## src/rtl/sort_pkg.sv

```systemverilog
// -----------------------------------------------------------------------------
// sort_pkg
// Shared definitions for the bubble-sort engine: default geometry and the
// controller state encoding.
// -----------------------------------------------------------------------------
package sort_pkg;

    // Default index width (entry count is 2**N) and data width.
    localparam int DEF_N = 2;
    localparam int DEF_W = 8;

    // Controller states.
    typedef enum logic [1:0] {
        IDLE  = 2'd0,
        OUTER = 2'd1,
        INNER = 2'd2,
        DONE  = 2'd3
    } state_t;

endpackage : sort_pkg

```

## src/rtl/bubble_sort_engine_cmp_swap.sv

```systemverilog
// -----------------------------------------------------------------------------
// cmp_swap
// Combinational compare-exchange of one adjacent pair.
//   a, b     : current values at the lower and higher index
//   descend  : 0 = ascending order, 1 = descending order
//   lo_out   : value to store at the lower index
//   hi_out   : value to store at the higher index
//   swapped  : pair was strictly out of order and has been exchanged
// Equal values are never exchanged, which keeps the sort stable.
// -----------------------------------------------------------------------------
module cmp_swap #(
    parameter int W = 8
) (
    input  logic [W-1:0] a,
    input  logic [W-1:0] b,
    input  logic         descend,
    output logic [W-1:0] lo_out,
    output logic [W-1:0] hi_out,
    output logic         swapped
);

    // Strict unsigned compare selects whether the pair is exchanged.
    always_comb begin
        swapped = 1'b0;
        lo_out  = a;
        hi_out  = b;
        if (descend) begin
            swapped = (a < b);
        end else begin
            swapped = (a > b);
        end
        if (swapped) begin
            lo_out = b;
            hi_out = a;
        end else begin
            lo_out = a;
            hi_out = b;
        end
    end

endmodule : cmp_swap

```

## src/rtl/bubble_sort_engine.sv

```systemverilog
// -----------------------------------------------------------------------------
// bubble_sort_engine
// In-place bubble sort over a 2**N x W flip-flop register file.
//   clk      : clock, rising edge
//   rst      : asynchronous active-high reset (clears array and controller)
//   wr_en    : write strobe, honoured only while idle
//   wr_addr  : write index
//   wr_data  : write value
//   start    : begin sort, honoured only while idle
//   rd_addr  : read index
//   rd_data  : combinational read of entry rd_addr (valid in every state)
//   busy     : high while a sort is in progress (registered)
//   done     : one-cycle pulse after a sort completes (registered)
// Latency is data independent: busy lasts M(M+1)/2 cycles, M = 2**N.
// -----------------------------------------------------------------------------
module bubble_sort_engine
    import sort_pkg::*;
#(
    parameter int N       = DEF_N,
    parameter int W       = DEF_W,
    parameter int DESCEND = 0
) (
    input  logic         clk,
    input  logic         rst,
    input  logic         wr_en,
    input  logic [N-1:0] wr_addr,
    input  logic [W-1:0] wr_data,
    input  logic         start,
    input  logic [N-1:0] rd_addr,
    output logic [W-1:0] rd_data,
    output logic         busy,
    output logic         done
);

    localparam int M = 1 << N;
    // Last outer pass index and the inner-loop limit of the first pass.
    localparam logic [N-1:0] LAST_I  = N'(M - 1);
    localparam logic [N-1:0] LAST_J0 = N'(M - 2);

    state_t         state_r;
    state_t         state_next_s;
    logic [N-1:0]   i_r;
    logic [N-1:0]   i_next_s;
    logic [N-1:0]   j_r;
    logic [N-1:0]   j_next_s;
    logic [N-1:0]   j_p1_s;
    logic [N-1:0]   j_last_s;
    logic [W-1:0]   mem_r [M];
    logic           busy_r;
    logic           done_r;
    logic [W-1:0]   lo_s;
    logic [W-1:0]   hi_s;
    logic           swapped_s;

    assign j_p1_s   = j_r + N'(1);
    // Each pass bubbles one more extreme value to the top, so it ends earlier.
    assign j_last_s = LAST_J0 - i_r;

    cmp_swap #(
        .W (W)
    ) u_cmp_swap (
        .a       (mem_r[j_r]),
        .b       (mem_r[j_p1_s]),
        .descend (DESCEND != 0),
        .lo_out  (lo_s),
        .hi_out  (hi_s),
        .swapped (swapped_s)
    );

    // Next-state and loop-index computation.
    always_comb begin
        state_next_s = state_r;
        i_next_s     = i_r;
        j_next_s     = j_r;
        case (state_r)
            IDLE: begin
                if (start) begin
                    state_next_s = OUTER;
                    i_next_s     = {N{1'b0}};
                    j_next_s     = {N{1'b0}};
                end else begin
                    state_next_s = IDLE;
                end
            end
            OUTER: begin
                j_next_s = {N{1'b0}};
                if (i_r == LAST_I) begin
                    state_next_s = DONE;
                end else begin
                    state_next_s = INNER;
                end
            end
            INNER: begin
                if (j_r == j_last_s) begin
                    i_next_s     = i_r + N'(1);
                    state_next_s = OUTER;
                end else begin
                    j_next_s     = j_p1_s;
                end
            end
            DONE: begin
                state_next_s = IDLE;
            end
            default: begin
                state_next_s = IDLE;
            end
        endcase
    end

    // Controller registers; busy/done are decoded from the next state so they
    // come straight from flops and line up with the state they describe.
    always_ff @(posedge clk or posedge rst) begin
        if (rst) begin
            state_r <= IDLE;
            i_r     <= {N{1'b0}};
            j_r     <= {N{1'b0}};
            busy_r  <= 1'b0;
            done_r  <= 1'b0;
        end else begin
            state_r <= state_next_s;
            i_r     <= i_next_s;
            j_r     <= j_next_s;
            busy_r  <= (state_next_s == OUTER) || (state_next_s == INNER);
            done_r  <= (state_next_s == DONE);
        end
    end

    // Register file: loader writes while idle, pair update during INNER.
    always_ff @(posedge clk or posedge rst) begin
        if (rst) begin
            for (int k = 0; k < M; k++) begin
                mem_r[k] <= {W{1'b0}};
            end
        end else if (state_r == IDLE) begin
            if (wr_en) begin
                mem_r[wr_addr] <= wr_data;
            end
        end else if ((state_r == INNER) && swapped_s) begin
            mem_r[j_r]    <= lo_s;
            mem_r[j_p1_s] <= hi_s;
        end
    end

    assign rd_data = mem_r[rd_addr];
    assign busy    = busy_r;
    assign done    = done_r;

endmodule : bubble_sort_engine

```

## config.mk

```make
export PLATFORM = sky130hd
export DESIGN_NAME = bubble_sort_engine
export DESIGN_NICKNAME = d
export VERILOG_FILES = /design/src/rtl/sort_pkg.sv /design/src/rtl/bubble_sort_engine_cmp_swap.sv /design/src/rtl/bubble_sort_engine.sv
export SDC_FILE = /design/constraint.sdc
export NUM_CORES = 1
export LEC_CHECK = 0
export CORE_MARGIN = 1.5
export CORE_UTILIZATION = 50
export CTS_CLUSTER_DIAMETER = 120
export DETAILED_ROUTE_END_ITERATION = 10
export DONT_BUFFER_PORTS = 1
export GPL_TIMING_DRIVEN = 0
export PLACE_DENSITY = 0.71
export SYNTH_ARGS = -nofsm -noshare
export SYNTH_HDL_FRONTEND = slang
export SYNTH_SLANG_ARGS = --single-unit
```

## constraint.sdc

```tcl
create_clock -name clk -period 4.6 [get_ports clk]
set_input_delay 0.23 -clock clk [delete_from_list [all_inputs] [get_ports clk]]
set_output_delay 0.23 -clock clk [all_outputs]
set_load 0.1 [all_outputs]
```

==> results.sh, run 1 <==
export IMPL_worstMarginPinSlew_ps=1090
export IMPL_path_delay_family="buffers and inverters"
export IMPL_synth_edf_count=0
export IMPL_std_cell_rows=30
export IMPL_floorplan_initialDensity_pct=52.3
export IMPL_vias=3556
export IMPL_worst_path_max_fanout=10
export IMPL_detail_route_wl_per_cell_um=24.1
export IMPL_cts_made_buffers=5
export IMPL_cts_root_buffer="clkbuf_8"
export IMPL_critPathRequiredTime_ps=4770
export IMPL_critPathBufInv=5
export IMPL_antenna_violating_nets_post_route=0
export IMPL_num_antenna_cells=0
export IMPL_hold_slack_final_ps=-26.4
export IMPL_status="finished with violations"
export IMPL_timing_fmax_mhz=231
export IMPL_first_global_vias=3459
export IMPL_cts_root_to_sink_buffers=2
export IMPL_synth_simple_area_share_pct=20.1
export IMPL_grt_overflow_total=0
export IMPL_tritoncts="built"
export IMPL_cp_start_kind="flop"
export IMPL_layout_area_overhead_vs_synth_pct=6.58
export IMPL_detail_route_vias_per_cell=7.00
export IMPL_grt_setup_unrepaired="no"
export IMPL_avgSynthCellArea_sq_um=8.92
export IMPL_drt_drc_violations_left=0
export IMPL_synth_sequential_area_ratio_pct=27.7
export IMPL_min_period_over_period_pct=94.0
export IMPL_first_pass_iters=6
export IMPL_clkSlewWorstSetupHoldPaths_ps=90
export IMPL_worst_endpoint_arrival_ps=4500
export IMPL_clock_sink_count=40
export IMPL_final_max_slew_viol_count=0
export IMPL_ios=26
export IMPL_max_cap_violations=0
export IMPL_slew_headroom_pct=27.2
export IMPL_hp_class="in2async"
export IMPL_area_enclosed_by_the_die_boundary_sq_mm=0.00774
export IMPL_grt_usage_pct=33.8
export IMPL_endpoint_kind="flop"
export IMPL_crit_type="reg2reg"
export IMPL_port_buffers=0
export IMPL_cpMaxStageDelayCell="mux4_2"
export IMPL_finalClockSkew_ps=7.86
export IMPL_finalWeightedCongestion=1.08
export IMPL_post_synth_mux_area_share_pct=15.8
export IMPL_global_route_wire_length_before_repair_um=19200
export IMPL_yosys_warnings=0
export IMPL_share_of_synthesized_cell_area_in_full_adder_half_adder_and_majority_cells_pct=5.20
export IMPL_final_hold_viol_count=40
export IMPL_slowest_delay_ps=640
export IMPL_post_synth_instance_area_sq_mm=0.00361
export IMPL_asyncSetResetFlopFracSynth_pct=100
export IMPL_post_synth_num_cell_types=45
export IMPL_postPlaceCellArea_sq_mm=0.00373
export IMPL_violations="negative hold slack"
export IMPL_synth_nets=436
export IMPL_crit_path_cell_trace="clkbuf_4, inv_1, ha_1, clkbuf_4, mux4_2, inv_1, ha_1, a211oi_1, nor2_2, nor4bb_4, or4_1, buf_2, nand2_2, nand3_1, o211ai_1"
export IMPL_violation_count_after_the_first_detailed_route_iteration=478
export IMPL_synth_compound_gate_area_share_pct=23.7
export IMPL_synth_xor_area_share_pct=0.485
export IMPL_synth_flop_cell="dfrtp_1"
export IMPL_post_route_min_period_ps=4320
export IMPL_post_synthesis_cell_count=405
export IMPL_postSynthRegisterBits=40
export IMPL_cts_max_level=2
export IMPL_drt_wl_total_um=12200
export IMPL_post_cts_setup_buffers=0
export IMPL_dp_hpwl_um=8110
export IMPL_finalNetCount=442
export IMPL_combinational_family_with_the_most_area_after_synthesis="compound AO/OA/AOI/OAI gates"
export IMPL_insertion_delay_ps=310
export IMPL_layout_drive_gt1_share_pct=18.0
export IMPL_stdcell_area_sq_mm=0.00385
export IMPL_setup_viol_count_final=0
export IMPL_coreArea_sq_mm=0.00691
export IMPL_dieHeight_um=88.0
export IMPL_grt_antenna_before_repair=0
export IMPL_grt_max_degree=41
export IMPL_die_width_um=88.0
registers in the layout, indices dropped and copies added (netlist names):
register and count:
done 1, state_r 2, j_r 2, busy 1, i_r 2, mem_r 32
placed cells by master, fill, tap and decap left out, types with 2 or more instances in the layout:
| cell | count |
|---|---|
| nand3_1 | 56 |
| clkbuf_8 | 5 |
| buf_2 | 4 |
| buf_6 | 6 |
| a21oi_1 | 38 |
| ha_1 | 15 |
| o21ai_0 | 21 |
| o21ai_1 | 7 |
| o211ai_2 | 7 |
| a31oi_1 | 4 |
| mux4_2 | 24 |
| buf_1 | 2 |
| clkbuf_1 | 12 |
| nand2_1 | 41 |
| inv_1 | 16 |
| nor2_2 | 3 |
| clkbuf_4 | 3 |
| nand2_2 | 5 |
| o211ai_1 | 21 |
| nor2_1 | 17 |
| nor3_1 | 2 |
| or4_1 | 3 |
| dfrtp_1 | 40 |
| mux2i_1 | 3 |
| and2_1 | 2 |
| a211oi_1 | 29 |
cells by family (layout without fill, tap and decap cells):
family / after synthesis / in the layout
simple gates: 142 / 142
flops: 40 / 40
buf+inv: 48 / 55
xor+xnor: 2 / 2
mux: 27 / 27
fa+ha+maj: 15 / 15
compound gates: 131 / 131
path summary, 6_finish.rpt:
path / depth (start not counted) / endpoint / from / slack, ps
hold / removal: 1 / mem_r[6] / rst / -30
min in group clk: 2 / mem_r[29] / wr_data[5] / 70
setup / recovery: 15 / mem_r[7] / j_r[0] / 280
setup reg to reg: 15 / mem_r[7] / j_r[0] / 280
max in group asynchronous: 1 / mem_r[15] / rst / 4080
hold reg to reg: 2 / mem_r[28] / mem_r[28] / 560
cells in the mapped netlist, types with 2 or more instances:
library cell,instances,area share [%]
buf_2,6,0.83
o211ai_1,21,4.4
mux2i_1,3,0.83
a31oi_1,4,0.69
nand2_2,5,0.87
clkbuf_1,13,1.4
a211oi_1,29,6.0
o21ai_0,21,2.9
buf_1,4,0.42
a21oi_1,38,5.3
and2_1,2,0.35
o211ai_2,7,2.4
or4_1,3,0.62
nor2_2,3,0.52
nand2_1,41,4.3
dfrtp_1,40,28
nand3_1,56,7.8
buf_6,6,1.9
inv_1,17,1.8
mux4_2,24,15
nor2_1,17,1.8
o21ai_1,7,0.97
nor3_1,2,0.28
ha_1,15,5.2
routing by layer:
metal	share of wire, %	global-route usage [%]	up-vias
li1	-	-	1559
met1	39	44.1	1682
met2	46	51.9	260
met3	11	8.86	55
met4	4.3	17.3	0
met5	0	0	-
per-stage QoR:
step	hold slack, ps	util (%)	std cells	worst slack, ps	TNS [ps]
CTS	6.54	55.7	509	118	0
floorplan	380	-	405	779	0
global route	40.4	55.7	508	0.477	0
global placement	387	54.0	501	-102	-1040
finish	-26.4	55.7	508	276	0
detailed placement	333	54.0	501	-108	-1430
timing repair:
item	CTS	global route
endpoints found under the setup margin	29	31
hold buffers	0	0
hold endpoints to repair	0	0
resized for setup	1	4
gates cloned	0	0
area by class of cell:
class,count,area (sq um)
well taps,96,120
plain buffers,30,195
clock buffers,5,68.8
inverters,17,63.8
clock inverters,3,42.5
multi-input cells,317,2360
fillers,636,3060
flip-flops and latches,40,1000
Power of run 1 is left out: the tool's default activity adds up to more than one toggle a clock period on the data nets, which glitch-free logic cannot reach.
==> inputs of run 2 (changes only) <==
--- a/config.mk
+++ b/config.mk
@@ -5,6 +5,7 @@
 export SDC_FILE = /design/constraint.sdc
 export NUM_CORES = 1
 export LEC_CHECK = 0
+export CAP_MARGIN = 0
 export CORE_MARGIN = 1.5
 export CORE_UTILIZATION = 50
 export CTS_CLUSTER_DIAMETER = 120
==> constraint.sdc (replaced) <==
create_clock -name clk -period 5.4 [get_ports clk]
set_input_delay 0.27 -clock clk [delete_from_list [all_inputs] [get_ports clk]]
set_output_delay 0.27 -clock clk [all_outputs]
set_load 0.1 [all_outputs]
==> run 2 against run 1 <==
  * The flow now finishes without violations
  * Via count rose by 0.25%
  * Final cell count rose by 0.20%
  * Critical path depth did not move
  * Non-clock buffer count rose by 1
  * Core utilization fell by 0.091 points
  * Register-to-register slack improved by 220 ps
  * Hold slack improved by 38 ps
  * Setup slack improved by 220 ps
  * Clock-buffer cell count did not move
  * Sequential share of layout area barely moved
  * Wire length rose by 1.0%
  * Highest routed layer unchanged
==> results.sh, run 2 (synthesis gave the netlist of run 1 again) <==
export IMPL_fillers=641
export IMPL_setup_viol_count_final=0
export IMPL_post_cts_setup_buffers=0
export IMPL_timing_fmax_mhz=204
export IMPL_dp_hpwl_um=8110
export IMPL_cts_max_level=2
export IMPL_tritoncts="built"
export IMPL_finalNetCount=443
export IMPL_grt_setup_unrepaired="no"
export IMPL_worstMarginPinSlew_ps=1090
export IMPL_r2r_setup_slack_ps=500
export IMPL_violation_count_after_the_first_detailed_route_iteration=502
export IMPL_grt_antenna_before_repair=0
export IMPL_crit_reg2reg_launch="j_r[1]"
export IMPL_clkSlewWorstSetupHoldPaths_ps=90
export IMPL_first_global_vias=3459
export IMPL_drt_drc_violations_left=0
export IMPL_ios=26
export IMPL_insertion_delay_ps=310
export IMPL_cts_root_to_sink_buffers=2
export IMPL_largest_register_ff_count=32
export IMPL_worst_endpoint_arrival_ps=5130
export IMPL_std_cell_rows=30
export IMPL_layout_drive_gt1_share_pct=17.4
export IMPL_post_route_util_pct=55.6
export IMPL_timing_rr_end="mem_r[17]"
export IMPL_grt_max_degree=41
export IMPL_coreArea_sq_mm=0.00691
export IMPL_worst_path_max_fanout=10
export IMPL_dp_worst_setup_slack_ps=692
export IMPL_layout_common_cells="nand3_1, nand2_1, dfrtp_1"
export IMPL_cts_hold_buffers=0
export IMPL_num_antenna_cells=0
export IMPL_layout_cells_most_common="nand3_1"
export IMPL_grt_overflow_total=0
export IMPL_dieHeight_um=88.0
export IMPL_fin_ws_ps=497
export IMPL_r2r_cell_count=15
export IMPL_finalClockSkew_ps=9.24
export IMPL_endpoint_kind="flop"
export IMPL_drt_wl_total_um=12400
export IMPL_detail_route_wl_per_cell_um=24.3
export IMPL_crit_type="reg2reg"
export IMPL_stdcell_area_sq_mm=0.00384
export IMPL_cts_root_buffer="clkbuf_8"
export IMPL_postPlaceCellArea_sq_mm=0.00373
export IMPL_final_hold_viol_count=0
export IMPL_post_cts_resize_count=0
export IMPL_global_route_wire_length_before_repair_um=19200
export IMPL_regMostFlops="mem_r"
export IMPL_status="finished clean"
export IMPL_post_route_min_period_ps=4900
export IMPL_min_period_over_period_pct=90.8
export IMPL_floorplan_initialDensity_pct=52.3
export IMPL_slew_headroom_pct=27.1
export IMPL_layout_area_overhead_vs_synth_pct=6.41
export IMPL_hp_class="in2async"
export IMPL_first_pass_iters=6
export IMPL_final_max_slew_viol_count=0
export IMPL_vias=3565
export IMPL_max_cap_violations=0
export IMPL_setup_tns_ps=0
export IMPL_cp_start_kind="flop"
export IMPL_antenna_violating_nets_post_route=0
export IMPL_area_enclosed_by_the_die_boundary_sq_mm=0.00774
export IMPL_grt_usage_pct=33.8
export IMPL_clock_sink_count=40
export IMPL_cts_made_buffers=5
export IMPL_port_buffers=0
export IMPL_die_width_um=88.0
export IMPL_finalWeightedCongestion=1.08
export IMPL_critPathRequiredTime_ps=5620
export IMPL_detail_route_vias_per_cell=7.00
## run 2: cell types whose count changed in the layout (fill, tap and decap cells not counted), sizes merged
cell / previous run / this run
buf: 14 / 18
clkbuf: 21 / 18
## run 2: worst max path at each step
stage	from	end	slack [ps]	cells past startpoint
3_5_place_dp	j_r[1]	mem_r[16]	690	15
4_1_cts	j_r[1]	mem_r[17]	650	15
2_1_floorplan	j_r[1]	mem_r[15]	1580	16
3_3_place_gp	j_r[1]	mem_r[22]	700	15
6_report	j_r[1]	mem_r[17]	500	15
5_1_grt	j_r[1]	mem_r[21]	300	15
## run 2: worst max-delay path: stages, from the launching register on
cell and delay [ps]:
dfrtp_1 490, buf_1 640, inv_1 150, ha_1 310, buf_2 320, mux4_2 670
inv_1 90, ha_1 240, a211oi_1 300, nor2_2 120, nor4bb_4 350, or4_1 210
clkbuf_1 340, buf_2 360, nand3_1 110, o211ai_1 120
## run 2: layer usage
layer,GRT usage [%],share of wire [%],vias to the layer above
met1,44.1,39,1704
li1,-,-,1559
met3,8.86,11,56
met2,51.9,46,246
met5,0,0,-
met4,17.3,4.2,0
## run 2: final cells by class
cell class | count | area, sq um | share of cell area, %
buffer | 31 | 189 | 4.92
clock buffer | 5 | 68.8 | 1.79
clock inverter | 3 | 42.5 | 1.11
inverter | 17 | 63.8 | 1.66
multi-input combinational | 317 | 2360 | 61.3
sequential | 40 | 1000 | 26.1
tap | 96 | 120 | 3.13
## run 2: metrics by stage
stage | hold slack, ps | std cells
after floorplan | 420 | 405
after global placement | 427 | 501
after detailed placement | 373 | 501
after CTS | 46.5 | 509
after global routing | 80.4 | 509
final | 12.0 | 509
Power of run 2 is left out for the same reason.
